## config.mk

```make
export PLATFORM = sky130hd
export DESIGN_NAME = pipeline_stall_controller_flat
export DESIGN_NICKNAME = d
export VERILOG_FILES = /design/src/rtl/pipeline_stall_controller_if.sv /design/src/rtl/pipeline_stall_controller.sv /design/src/flat_wrapper.sv
export SDC_FILE = /design/constraint.sdc
export NUM_CORES = 1
export LEC_CHECK = 0
export CORE_MARGIN = 5
export CORE_UTILIZATION = 34
export DETAILED_ROUTE_END_ITERATION = 16
export GPL_ROUTABILITY_DRIVEN = 0
export PLACE_DENSITY = 0.87
export SYNTH_ARGS = -nofsm -noshare
export SYNTH_HDL_FRONTEND = slang
export SYNTH_SLANG_ARGS = --single-unit
```

## constraint.sdc

```tcl
create_clock -name clk -period 2.55 [get_ports clk]
set_input_delay 0.3825 -clock clk [delete_from_list [all_inputs] [get_ports clk]]
set_output_delay 0.3825 -clock clk [all_outputs]
set_load 0.01 [all_outputs]
```

## src/rtl/pipeline_stall_controller_if.sv

```systemverilog
// Bundle of the hazard inputs and pipeline control outputs exchanged between
// the datapath (master) and the stall controller (slave).
interface pipeline_stall_controller_if;
  logic [3:0]  ID_OP1;
  logic [3:0]  ID_OP2;
  logic [3:0]  EX_Opcode;
  logic [3:0]  EX_FunctionCode;
  logic [3:0]  EX_DestReg;
  logic        BranchTaken;
  logic        PCWrite;
  logic        IFIDWrite;
  logic        IDEXWrite;
  logic        IDEXBubble;
  logic        IFIDFlush;
  logic        EXMEMBubble;
  logic        MultiBusy;
  logic        MultiDone;
  logic [15:0] StallCount;

  modport master (
    output ID_OP1, ID_OP2, EX_Opcode, EX_FunctionCode, EX_DestReg, BranchTaken,
    input  PCWrite, IFIDWrite, IDEXWrite, IDEXBubble, IFIDFlush, EXMEMBubble,
           MultiBusy, MultiDone, StallCount
  );

  modport slave (
    input  ID_OP1, ID_OP2, EX_Opcode, EX_FunctionCode, EX_DestReg, BranchTaken,
    output PCWrite, IFIDWrite, IDEXWrite, IDEXBubble, IFIDFlush, EXMEMBubble,
           MultiBusy, MultiDone, StallCount
  );
endinterface

```

## src/rtl/pipeline_stall_controller.sv

```systemverilog
// Stall/flush sequencer for load-use, multi-cycle MUL/DIV and taken branches.
// Optional macro STALL_COUNTER_EN adds a saturating stall-cycle counter.
module pipeline_stall_controller #(
  parameter logic [3:0] LOAD_OPCODE  = 4'b1000,
  parameter logic [3:0] RTYPE_OPCODE = 4'b0001,
  parameter logic [3:0] MUL_FC       = 4'b0100,
  parameter logic [3:0] DIV_FC       = 4'b0101,
  parameter int         MUL_CYCLES   = 2,
  parameter int         DIV_CYCLES   = 4
) (
  input  logic                         clk,
  input  logic                         reset,
  pipeline_stall_controller_if.slave   bus
);

  localparam int CNT_W = 3;
  localparam logic [CNT_W-1:0] MUL_LOAD = (MUL_CYCLES > 1) ? CNT_W'(MUL_CYCLES - 2) : '0;
  localparam logic [CNT_W-1:0] DIV_LOAD = (DIV_CYCLES > 1) ? CNT_W'(DIV_CYCLES - 2) : '0;
  localparam logic MUL_MULTI = (MUL_CYCLES > 1);
  localparam logic DIV_MULTI = (DIV_CYCLES > 1);

  typedef enum logic {RUN, MULDIV} state_t;

  state_t           state_q, state_d;
  logic [CNT_W-1:0] cnt_q, cnt_d;

  logic             is_mul, is_div, muldiv_ex, multi_cycle, load_use;
  logic [CNT_W-1:0] load_val;

  always_comb begin
    is_mul      = (bus.EX_Opcode == RTYPE_OPCODE) && (bus.EX_FunctionCode == MUL_FC);
    is_div      = (bus.EX_Opcode == RTYPE_OPCODE) && (bus.EX_FunctionCode == DIV_FC);
    muldiv_ex   = is_mul || is_div;
    multi_cycle = is_mul ? MUL_MULTI : DIV_MULTI;
    load_val    = is_mul ? MUL_LOAD : DIV_LOAD;
    // Register 0 is hardwired, so a load targeting it never creates a hazard.
    load_use    = (bus.EX_Opcode == LOAD_OPCODE) && (bus.EX_DestReg != 4'd0) &&
                  ((bus.EX_DestReg == bus.ID_OP1) || (bus.EX_DestReg == bus.ID_OP2));
  end

  always_ff @(posedge clk) begin
    if (reset) begin
      state_q <= RUN;
      cnt_q   <= '0;
    end else begin
      state_q <= state_d;
      cnt_q   <= cnt_d;
    end
  end

  always_comb begin
    state_d = state_q;
    cnt_d   = cnt_q;
    case (state_q)
      RUN: begin
        if (!bus.BranchTaken && muldiv_ex && multi_cycle) begin
          state_d = MULDIV;
          cnt_d   = load_val;
        end
      end
      MULDIV: begin
        if (cnt_q != '0) begin
          cnt_d = cnt_q - 1'b1;
        end else begin
          state_d = RUN;
        end
      end
      default: begin
        state_d = RUN;
        cnt_d   = '0;
      end
    endcase
  end

  always_comb begin
    bus.PCWrite     = 1'b1;
    bus.IFIDWrite   = 1'b1;
    bus.IDEXWrite   = 1'b1;
    bus.IDEXBubble  = 1'b0;
    bus.IFIDFlush   = 1'b0;
    bus.EXMEMBubble = 1'b0;
    bus.MultiBusy   = 1'b0;
    bus.MultiDone   = 1'b0;
    if (!reset) begin
      case (state_q)
        RUN: begin
          if (bus.BranchTaken) begin
            bus.IFIDFlush  = 1'b1;
            bus.IDEXBubble = 1'b1;
          end else if (muldiv_ex && multi_cycle) begin
            bus.PCWrite     = 1'b0;
            bus.IFIDWrite   = 1'b0;
            bus.IDEXWrite   = 1'b0;
            bus.EXMEMBubble = 1'b1;
          end else if (muldiv_ex) begin
            bus.MultiDone = 1'b1;
          end else if (load_use) begin
            bus.PCWrite    = 1'b0;
            bus.IFIDWrite  = 1'b0;
            bus.IDEXBubble = 1'b1;
          end
        end
        MULDIV: begin
          bus.MultiBusy = 1'b1;
          if (cnt_q != '0) begin
            bus.PCWrite     = 1'b0;
            bus.IFIDWrite   = 1'b0;
            bus.IDEXWrite   = 1'b0;
            bus.EXMEMBubble = 1'b1;
          end else begin
            bus.MultiDone = 1'b1;
          end
        end
        default: ;
      endcase
    end
  end

`ifdef STALL_COUNTER_EN
  logic [15:0] stall_cnt_q;

  always_ff @(posedge clk) begin
    if (reset) begin
      stall_cnt_q <= '0;
    end else if (!bus.PCWrite && (stall_cnt_q != 16'hFFFF)) begin
      stall_cnt_q <= stall_cnt_q + 16'd1;
    end
  end

  assign bus.StallCount = stall_cnt_q;
`else
  assign bus.StallCount = 16'h0000;
`endif

endmodule

```

## src/flat_wrapper.sv

```systemverilog
// flat-port wrapper written by rule: the top's interface ports become plain ports
module pipeline_stall_controller_flat 
#(
  parameter logic [3:0] LOAD_OPCODE  = 4'b1000,
  parameter logic [3:0] RTYPE_OPCODE = 4'b0001,
  parameter logic [3:0] MUL_FC       = 4'b0100,
  parameter logic [3:0] DIV_FC       = 4'b0101,
  parameter int         MUL_CYCLES   = 2,
  parameter int         DIV_CYCLES   = 4
)
  (clk, reset, bus_ID_OP1, bus_ID_OP2, bus_EX_Opcode, bus_EX_FunctionCode, bus_EX_DestReg, bus_BranchTaken, bus_PCWrite, bus_IFIDWrite, bus_IDEXWrite, bus_IDEXBubble, bus_IFIDFlush, bus_EXMEMBubble, bus_MultiBusy, bus_MultiDone, bus_StallCount);
  pipeline_stall_controller_if bus_i ();
  input  logic clk;
  input  logic reset;
  input wire logic [$bits(bus_i.ID_OP1)-1:0] bus_ID_OP1;
  input wire logic [$bits(bus_i.ID_OP2)-1:0] bus_ID_OP2;
  input wire logic [$bits(bus_i.EX_Opcode)-1:0] bus_EX_Opcode;
  input wire logic [$bits(bus_i.EX_FunctionCode)-1:0] bus_EX_FunctionCode;
  input wire logic [$bits(bus_i.EX_DestReg)-1:0] bus_EX_DestReg;
  input wire logic [$bits(bus_i.BranchTaken)-1:0] bus_BranchTaken;
  output wire logic [$bits(bus_i.PCWrite)-1:0] bus_PCWrite;
  output wire logic [$bits(bus_i.IFIDWrite)-1:0] bus_IFIDWrite;
  output wire logic [$bits(bus_i.IDEXWrite)-1:0] bus_IDEXWrite;
  output wire logic [$bits(bus_i.IDEXBubble)-1:0] bus_IDEXBubble;
  output wire logic [$bits(bus_i.IFIDFlush)-1:0] bus_IFIDFlush;
  output wire logic [$bits(bus_i.EXMEMBubble)-1:0] bus_EXMEMBubble;
  output wire logic [$bits(bus_i.MultiBusy)-1:0] bus_MultiBusy;
  output wire logic [$bits(bus_i.MultiDone)-1:0] bus_MultiDone;
  output wire logic [$bits(bus_i.StallCount)-1:0] bus_StallCount;
  assign bus_i.ID_OP1 = bus_ID_OP1;
  assign bus_i.ID_OP2 = bus_ID_OP2;
  assign bus_i.EX_Opcode = bus_EX_Opcode;
  assign bus_i.EX_FunctionCode = bus_EX_FunctionCode;
  assign bus_i.EX_DestReg = bus_EX_DestReg;
  assign bus_i.BranchTaken = bus_BranchTaken;
  assign bus_PCWrite = bus_i.PCWrite;
  assign bus_IFIDWrite = bus_i.IFIDWrite;
  assign bus_IDEXWrite = bus_i.IDEXWrite;
  assign bus_IDEXBubble = bus_i.IDEXBubble;
  assign bus_IFIDFlush = bus_i.IFIDFlush;
  assign bus_EXMEMBubble = bus_i.EXMEMBubble;
  assign bus_MultiBusy = bus_i.MultiBusy;
  assign bus_MultiDone = bus_i.MultiDone;
  assign bus_StallCount = bus_i.StallCount;
  pipeline_stall_controller #(.LOAD_OPCODE(LOAD_OPCODE), .RTYPE_OPCODE(RTYPE_OPCODE), .MUL_FC(MUL_FC), .DIV_FC(DIV_FC), .MUL_CYCLES(MUL_CYCLES), .DIV_CYCLES(DIV_CYCLES)) u_core (.clk(clk), .reset(reset), .bus(bus_i));
endmodule
```

; Yosys cells after proc, flatten, opt, wreduce, memory -nomap -nowiden
; Cells that the tools add are included.
[word_totals]
reg_bits = 4
input_bits = 23
output_inout_bits = 24
[op_classes]
addsub = 1
n_eq_ne = 8
mux = 33
n_bitwise = 1
reduce_logical = 11
[op_table]
columns = operator, n
row1 = 1-bit two-way mux, 24
row2 = 1-bit case mux with 2 select lines, 5
row3 = 4-bit by 3-bit equality test with 1-bit output (second input constant), 2
row4 = 4-bit equality test, 2
row5 = 3-bit two-way mux, 2
row6 = 3-bit case mux with 2 select lines, 1
row7 = 1-bit logical AND, 5
row8 = 4-bit by 1-bit equality test with 1-bit output (second input constant), 1
row9 = 4-bit equality test (second input constant), 1
row10 = 4-bit nonzero test, 1
row11 = 3-bit nonzero test, 1
row12 = 3-bit by 1-bit subtractor with 3-bit output (second input constant), 1
row13 = 1-bit logical OR, 2
row14 = 2-bit two-way mux, 1
row15 = 2-bit by 1-bit inequality test with 1-bit output (second input constant), 1
row16 = 2-bit inequality test (second input constant), 1
row17 = 2-bit AND reduction, 1
row18 = 1-bit logical NOT, 1
row19 = 1-bit NOT, 1

; Logic depth before layout (Yosys ltp)
; Gate-level depths: netlist of run 1.
[depth]
ltp_word = 8
ltp_mapped = 7
depth_no_buf = 6

; Worst setup path before layout of run 1
; OpenSTA, ideal clock, no wires.
[synth_path]
path_type = register -> output
from = reg u_core.cnt_q[0]
to = out bus_PCWrite
arrival_ns = 1.446
required_time_ns = 2.168
slack_ns = 0.721
path_stages_with_launch = 7
cell_sequence = dfxtp_1 > inv_1 > ha_1 > nor2b_1 > a21o_1 > o32a_1 > buf_4
[synth_via]
elab_chain_len = 4
[synth_lines]
columns = element, line
row1 = start: declaration, pipeline_stall_controller.sv:25  ; logic [CNT_W-1:0] cnt_q, cnt_d;
row2 = start signal: assignment, pipeline_stall_controller.sv:47  ; cnt_q <= cnt_d;
row3 = 3-bit nonzero test, pipeline_stall_controller.sv:105  ; if (cnt_q != '0) begin
row4 = 1-bit two-way mux, -
row5 = 1-bit case mux with 2 select lines, -
row6 = 1-bit two-way mux, -
row7 = end: declaration, flat_wrapper.sv:21  ; output wire logic [$bits(bus_i.PCWrite)-1:0] bus_PCWrite;
; Every way passes these cells.

; Worst setup path in the final report of run 1
[layout_path]
from = in bus_EX_DestReg[3]
to = out bus_PCWrite
[layout_via]
elab_chain_len = 8
elab_cells_between_ends = 11
classes_between = eq/ne: 2 / mux: 5 / reduce/logical: 4
[layout_lines]
columns = element, line
row1 = start: declaration, flat_wrapper.sv:19  ; input wire logic [$bits(bus_i.EX_DestReg)-1:0] bus_EX_DestReg;
row2 = 4-bit equality test or 4-bit nonzero test (tied branches), "pipeline_stall_controller.sv:38, pipeline_stall_controller.sv:37"
row3 = 1-bit logical OR or 1-bit logical AND (tied branches), "pipeline_stall_controller.sv:38, pipeline_stall_controller.sv:37"
row4 = 1-bit logical AND (*), pipeline_stall_controller.sv:37  ; load_use = (bus.EX_Opcode == LOAD_OPCODE) && (bus.EX_DestReg != 4'd0) &&
row5 = 1-bit two-way mux (*), pipeline_stall_controller.sv:97  ; end else if (load_use) begin
row6 = 1-bit two-way mux (*), pipeline_stall_controller.sv:90  ; end else if (muldiv_ex && multi_cycle) begin
row7 = 1-bit two-way mux (*), pipeline_stall_controller.sv:87  ; if (bus.BranchTaken) begin
row8 = 1-bit case mux with 2 select lines (*), pipeline_stall_controller.sv:85  ; case (state_q)
row9 = 1-bit two-way mux (*), pipeline_stall_controller.sv:84  ; if (!reset) begin
; Mark *: on every way between the ends. The rest lies on a longest branch, timed or not.

==> results_dict.tcl, run 1 <==
set metrics [dict create \
    async_flop_share 0 \
    boundaryPins 47 \
    ys_warn_count 0 \
    arrival_ns 2.00 \
    cpMaxStageDelayCell "clkdlybuf4s50_1" \
    core_mm2 0.00154 \
    path_depth 6 \
    antenna_cells 0 \
    fp.dieH_um 50.7 \
    vdd_drop_max_v 0.000150 \
    start_util 0.366 \
    cts_buffer_depth 2 \
    most-common-layout-cells "clkdlybuf4s50_1 (25), conb_1 (16), inv_1 (6), buf_4 (6)" \
    clkSinkCount 4 \
    slew_violations 0 \
    p_per_area_mw_per_mm2 261 \
    fmax_ghz 0.419 \
    synth_seq_cells 4 \
    outcome "finished clean" \
    fill_cells 142 \
    finalPower_mw 0.229 \
    skew_ns 0.00580 \
    final_nets 133 \
    worst_setup_path_end_kind "primary output" \
    synth_edf_count 0 \
    syn_avg_cell_area_um2 7.95 \
    vias 576 \
    multiInputGateArea_um2 388 \
    holdWs_ns 0.478 \
    cap_violations 0 \
    cts_root_buf "clkbuf_4" \
    seqCellArea_um2 80.1 \
    crit_type "in -> out" \
    vias_per_cell 4.72 \
    rows 14 \
    synthCells 71 \
    die_w_um 50.7 \
    r2r.worst_path.cells 6 \
    drt_iter0_markers 11 \
    grt_usage 0.106 \
    grt_first_pass_wirelength_um 2080 \
    port_buffers 30 \
    worst-path-buf-inv 2 \
    grt_max_degree 13 \
    timing.rr.start "u_core.cnt_q[0]$_SDFFE_PP0P_" \
    critPathTopFamily "buffers and inverters" \
    grt_antenna_before_repair 0 \
    critPathCapture "bus_PCWrite" \
    dpl.hpwl_um 1230 \
    rrSetupSlack_ns 1.17 \
    area_growth_pct 55.2 \
    syn-cell-area_um2 564 \
    hold_buffers 0 \
    finalCritPeriodShare 0.936 \
    final-hold-violation-count 0 \
    min_path_type "reg -> reg" \
    p_leak_nw 0.364 \
    yosysSeqAreaShare 0.142 \
    cp_max_fo 3 \
    routed_wl_um 1380 \
    worstSetupStartpointType "input port" \
    die_area_mm2 0.00257 \
    rsz0062_at_grt "no" \
    synthFlopType "dfxtp_1" \
    clock_latency_ns 0.24 \
    drt_first_pass_iters 4 \
    required_ns 2.17 \
    drive_gt1_frac 0.123 \
    min_period_ns 2.39 \
    grt_overflow 0 \
    ant_nets 0 \
    numCtsBuffers 3 \
    r2r_end "u_core.cnt_q[0]$_SDFFE_PP0P_" \
    htreeDepth 1 \
    grt_pass1_vias 537 \
    cpPeakStageDelay_ns 0.45 \
    path_cells "clkdlybuf4s50_1, xor2_1, nor4_2, a41oi_1, o32a_1, dlygate4sd2_1" \
    setup_viol 0 \
    cts_tree "done" \
    synth.distinct_cells 31 \
    drc 0 \
    final_common_cell "clkdlybuf4s50_1" \
    avgRoutedWirePerCell_um 11.3 \
    cts.clk_slew.worst_paths_ns 0.03 \
    crit_start "bus_EX_DestReg[3]" \
]
-- cell families after synthesis --
family	after synthesis	share of synthesized area
fa+ha+maj	2	0.0443
compound gates	16	0.217
flops	4	0.142
other cells	1	0.00665
buf+inv	25	0.279
simple gates	15	0.186
xor+xnor	8	0.124
-- cell usage after synthesis, drive strengths merged, types with 2 or more instances --
cell type  number  area [µm²]
inv             6        22.5
nor4            3        40.0
a41oi           2        25.0
xnor2           4        35.0
clkbuf          2        7.51
nor2b           3        18.8
ha              2        25.0
nand2           2        7.51
xor2            4        35.0
nor3            2        10.0
dfxtp           4        80.1
o21ai           2        10.0
a21oi           4        20.0
buf            17         128
-- sequential cells by signal (all words and copies together) (netlist names) --
register,cells
u_core.cnt_q,3
u_core.state_q,1
-- timing repair --
action | in CTS | in global routing
pin swaps | 0 | 3
gates resized for setup | 4 | 2
setup buffers | 0 | 1
endpoints found under the setup margin | 5 | 1
-- worst min-delay path by stage --
stage | startpoint | to | slack (ns) | cells after the start
2_1_floorplan | u_core.cnt_q[1]$_SDFFE_PP0P_ | u_core.cnt_q[1]$_SDFFE_PP0P_ | 0.45 | 2
3_3_place_gp | u_core.cnt_q[1]$_SDFFE_PP0P_ | u_core.cnt_q[1]$_SDFFE_PP0P_ | 0.47 | 2
3_5_place_dp | u_core.cnt_q[1]$_SDFFE_PP0P_ | u_core.cnt_q[1]$_SDFFE_PP0P_ | 0.48 | 2
4_1_cts | u_core.cnt_q[1]$_SDFFE_PP0P_ | u_core.cnt_q[1]$_SDFFE_PP0P_ | 0.48 | 2
5_1_grt | u_core.cnt_q[1]$_SDFFE_PP0P_ | u_core.cnt_q[1]$_SDFFE_PP0P_ | 0.53 | 2
6_report | u_core.cnt_q[1]$_SDFFE_PP0P_ | u_core.cnt_q[1]$_SDFFE_PP0P_ | 0.48 | 2
-- power by group --
| group | internal, mW | total, mW | switching [mW] |
|---|---|---|---|
| combinational | 0.0483 | 0.0865 | 0.0382 |
| clock | 0.0527 | 0.0789 | 0.0263 |
| sequential | 0.0630 | 0.0632 | 0.000146 |
-- worst min-delay path: cells and delay by family (launching register included) --
family | cells | cell delay (ns)
DFF | 1 | 0.30
AOI/OAI and AO/OA | 2 | 0.13
-- cell type report --
type                       instances  area share
multi-input combinational         57       0.443
clock buffer                       3      0.0257
sequential                         4      0.0914
inverter                           6      0.0257
timing repair buffer              36       0.391
tap                               16      0.0229
-- routing by layer --
layer	share of wire	GRT usage
met1	0.33	0.0892
met5	0	0
met3	0.14	0.0592
met2	0.53	0.202
met4	0.010	0.0383
-- per-stage QoR --
stage | setup TNS [ns] | std cells | worst slack, ns | area [µm²] | utilization
finish | 0 | 122 | 0.164 | 876 | 0.568
global route | 0 | 122 | 0.00358 | 876 | 0.568
CTS | 0 | 121 | 0.0134 | 861 | 0.558
detailed placement | -0.218 | 118 | -0.0926 | 843 | 0.547
global placement | -0.251 | 118 | -0.0988 | 843 | 0.547
floorplan | 0 | 86 | 0.721 | 621 | -
(Power assumes the default switching activity.)
==> run 2: changes to the inputs <==
Settings changed: GPL_TIMING_DRIVEN from default to 1, RECOVER_POWER from default to 100, SKIP_LAST_GASP from default to 1.
==> run 2 against run 1 <==
First-iteration DRC count is the same; clock-buffer cell count unchanged; combinational power is 2% lower; critical path type unchanged; largest power group unchanged; highest routed layer unchanged.
==> results_dict.tcl, run 2 (synthesis results as in run 1) <==
set metrics [dict create \
    core_mm2 0.00154 \
    grt_use_met2 0.202 \
    clock_latency_ns 0.24 \
    gr-usage-met1 0.0892 \
    avgRoutedWirePerCell_um 11.3 \
    routed_wl_um 1380 \
    top_register "u_core.cnt_q" \
    crit_type "in -> out" \
    boundaryPins 47 \
    antenna_cells 0 \
    fp.dieH_um 50.7 \
    finalCritPeriodShare 0.946 \
    p_leak_nw 0.373 \
    cp_max_fo 3 \
    grt_pass1_vias 537 \
    hold_buffers 0 \
    largestRegisters "u_core.cnt_q x3, u_core.state_q x1" \
    arrival_ns 2.03 \
    drc 0 \
    fill_cells 145 \
    vdd_drop_max_v 0.000150 \
    p_per_area_mw_per_mm2 263 \
    cap_violations 0 \
    htreeDepth 1 \
    vias 574 \
    die_area_mm2 0.00257 \
    sw_frac_of_total 0.281 \
    outcome "finished clean" \
    cts_root_buf "clkbuf_4" \
    fmax_ghz 0.414 \
    design_area_um2 863 \
    most-common-layout-cells "clkdlybuf4s50_1 (21), conb_1 (16), inv_1 (6)" \
    seqPwrFrac 0.278 \
    required_ns 2.17 \
    ant_nets 0 \
    port_buffers 30 \
    setup_viol 0 \
    worstSetupStartpointType "input port" \
    rsz0062_at_grt "no" \
    finalPower_mw 0.227 \
    post-route-util 0.560 \
    drt_iter0_markers 11 \
    grt_first_pass_wirelength_um 2080 \
    area_growth_pct 53.0 \
    grt_use_met3 0.0592 \
    final_nets 133 \
    slew_violations 0 \
    skew_ns 0.00583 \
    cts.clk_slew.worst_paths_ns 0.03 \
    drive_gt1_frac 0.104 \
    cts_tree "done" \
    drt_first_pass_iters 4 \
    placedInstanceArea_um2 843 \
    rows 14 \
    p_switching_mw 0.0638 \
    grt_usage 0.106 \
    grt_antenna_before_repair 0 \
    largest_reg_flops 3 \
    clkSinkCount 4 \
    layout.cells.non_filler 122 \
    cts_buffer_depth 2 \
    grt_overflow 0 \
    min_path_type "reg -> reg" \
    grt.busiest_layer "met2" \
    numCtsBuffers 3 \
    pwr-share-comb 0.374 \
    place_inst 118 \
    vias_per_cell 4.70 \
    start_util 0.366 \
    internal_power_mw 0.163 \
    grt_max_degree 13 \
    min_period_ns 2.41 \
    pwr-share-clk 0.348 \
    dpl.hpwl_um 1230 \
    final-hold-violation-count 0 \
    worst_setup_path_end_kind "primary output" \
    die_w_um 50.7 \
    final_common_cell "clkdlybuf4s50_1" \
]
-- run 2: stage by stage --
stage	setup slack (ns)	hold slack, ns	setup TNS, ns
floorplan	0.721	0.450	0
global placement	-0.0988	0.471	-0.251
detailed placement	-0.0926	0.478	-0.218
CTS	0.0134	0.483	0
global route	0.00358	0.530	0
finish	0.137	0.475	0
-- run 2: final timing paths --
path	startpoint	to	slack [ns]	depth (start not counted)
hold / removal	u_core.cnt_q[1]$_SDFFE_PP0P_	u_core.cnt_q[1]$_SDFFE_PP0P_	0.48	2
setup reg to reg	u_core.cnt_q[0]$_SDFFE_PP0P_	u_core.cnt_q[0]$_SDFFE_PP0P_	1.18	6
hold reg to reg	u_core.cnt_q[1]$_SDFFE_PP0P_	u_core.cnt_q[1]$_SDFFE_PP0P_	0.48	2
setup / recovery	bus_EX_Opcode[3]	bus_PCWrite	0.14	6
-- run 2: layout make-up --
type | count | area (µm²) | area share
repair buffers | 36 | 343 | 0.397
multi-input cells | 57 | 375 | 0.435
clock buffers | 3 | 22.5 | 0.0261
flip-flops and latches | 4 | 80.1 | 0.0928
inverters | 6 | 22.5 | 0.0261
well taps | 16 | 20.0 | 0.0232
-- run 2: power groups by stage --
stage	logic, mW	clock network [mW]	registers, mW
final	0.0849	0.0789	0.0631
after floorplan	0.0524	0	0.0640
after global placement	0.0850	0	0.0641
after CTS	0.0858	0.0830	0.0631
after global routing	0.0925	0.0855	0.0631
after detailed placement	0.0863	0	0.0641
-- run 2: metal layers --
metal	wire, µm	part of all wire	vias up
met5	0	0	-
li1	-	-	289
met1	443	0.32	252
met3	190	0.14	2
met4	14	0.010	0
met2	728	0.53	31
-- run 2: timing repair --
item                       CTS  global route
pin swaps                    0             3
buffers inserted             0             1
gates resized for setup      4             2
cloned                       0             0
setup endpoints to repair    5             1
-- run 2: critical path: stages --
cell,delay [ns]
dlygate4sd3_1,0.59
nor4_4,0.29
a41o_1,0.24
nand2_1,0.06
o32a_1,0.18
dlygate4sd2_1,0.29
==> variant: new RTL, settings of run 2 <==
Build with the macro `STALL_COUNTER_EN` defined.
--- a/src/rtl/pipeline_stall_controller.sv
+++ b/src/rtl/pipeline_stall_controller.sv
@@ -1,4 +1,6 @@
 // Stall/flush sequencer for load-use, multi-cycle MUL/DIV and taken branches.
 // Optional macro STALL_COUNTER_EN adds a saturating stall-cycle counter.
+`define STALL_COUNTER_EN
+
 module pipeline_stall_controller #(
   parameter logic [3:0] LOAD_OPCODE  = 4'b1000,
Behaviour: not the same (a bounded check fails within 4 cycles, from zero or initial values and one cycle with reset high).
==> variant against run 2 <==
Power rose to 2.7 times the old value; synthesized cell count up 110%; utilization shrank 0.78 points; sequential cell count increased by 16; worst setup slack worse by 0.022 ns; area after synthesis rose by 130%; critical path depth grew 3; combinational power up 14%; final area increased by 130%; routed wire length increased by 150%; die area rose by 99%; clock skew is 0.0040 ns lower.
==> variant: results (changes against run 2) <==
- R2R Path End: u_core.bus.StallCount[11]
- Met1 Resource Use GR: 17.4% (+8.5 points)
- Worst Slack Setup Final: 0.114 ns (-0.0224 ns)
- Worst-path clk slew: 0.07 ns (+0.04 ns)
- GR Layer Usage met3: 2.95% (-3.0 points)
- P_leak: 0.785 nW (+110%)
- Seq power: 313 uW (+400%)
- Total Routed Length: 3440 um (+150%)
- Via count of the first global-routing pass: 1317 (+150%)
- Placed cells: 254 (+120%)
- Clock buffer depth: 2 (unchanged)
- Unique masters post-synth: 43 (+39%)
- Power Clock: 201 uW (+150%)
- Met3 wire length: 268 um (+41%)
- Worst-path maximum fanout: 7 (+4)
- Setup CP Type: input port to flip-flop
- Hold Slack: 0.462 ns (-0.0136 ns)
- Int Pwr: 475 uW (+190%)
- Clock skew: 0.00181 ns (-0.00403 ns)
- First-pass GRT wire length: 5690 um (+170%)
- Worst Setup SP: bus_EX_Opcode[0]
- Met2 Track Usage GR: 21.7% (+1.5 points)
- Maximum VDD drop: 0.000268 V (+79%)
- R2R setup slack: 0.32 ns (-0.86 ns)
- Max reg flops: 16 (+13)
- Number of fillers in the final layout: 314 (+120%)
- Register share of total power: 51.2% (+23 points)
- Cell count after synthesis: 149 (+110%)
- Register area share after synthesis: 31.0% (+17 points)
- Gr usage total: 13.3% (+2.7 points)
- DR vias/cell: 5.16 (+9.8%)
- First DRT Iteration DRCs: 73 (+62)
- CP Data Arrival Time: 2.58 ns (+0.55 ns)
- Largest net degree at the start of global routing: 17 (+4)
- Dpl ws: -0.239 ns (-0.146 ns)
- Share of layout cells above drive strength 1: 19.2% (+8.9 points)
- Outcome: finished clean
- Worst R2R Path Depth: 8 (+2)
- Hold path endpoint: u_core.cnt_q[0]
- Top post-synthesis cells by area: dfxtp_1, xnor2_1, nor2_1
- Commonest cells in the netlist: dfxtp_1, nor2_1, xnor2_1
- Root Buffer: clkbuf_8
- Wl on met1: 1580 um (+260%)
-- variant: timing repair --
item	in CTS	in global routing
buffers inserted	1	3
pin swaps	1	8
resized for setup	5	11
hold endpoints to repair	0	0
setup endpoints to repair	5	9
gates cloned	0	0
hold buffers	0	0
-- variant: critical path, stage by stage --
cell,delay (ns)
clkdlybuf4s50_1,0.53
nor4b_4,0.26
a32oi_2,0.17
buf_4,0.17
buf_4,0.13
nor3_4,0.23
nor2_4,0.09
nor4_2,0.28
mux2_1,0.34
-- variant: final cells by class --
class / instances / area (um2) / area share [%]
tap: 48 / 60.1 / 2.97
timing repair buffer: 67 / 623 / 30.8
inverter: 8 / 30.0 / 1.49
clock buffer: 3 / 41.3 / 2.04
multi-input combinational: 115 / 867 / 42.9
sequential: 20 / 400 / 19.8
-- variant: kinds of logic after synthesis --
kind of cell	share of synthesized area [%]
and+or+nand+nor	31.9
adders and majority gates	2.90
DFF	31.0
AOI/OAI and AO/OA	16.2
xor gates and xnor gates	9.49
buffers and inverters	6.00
muxes	2.52
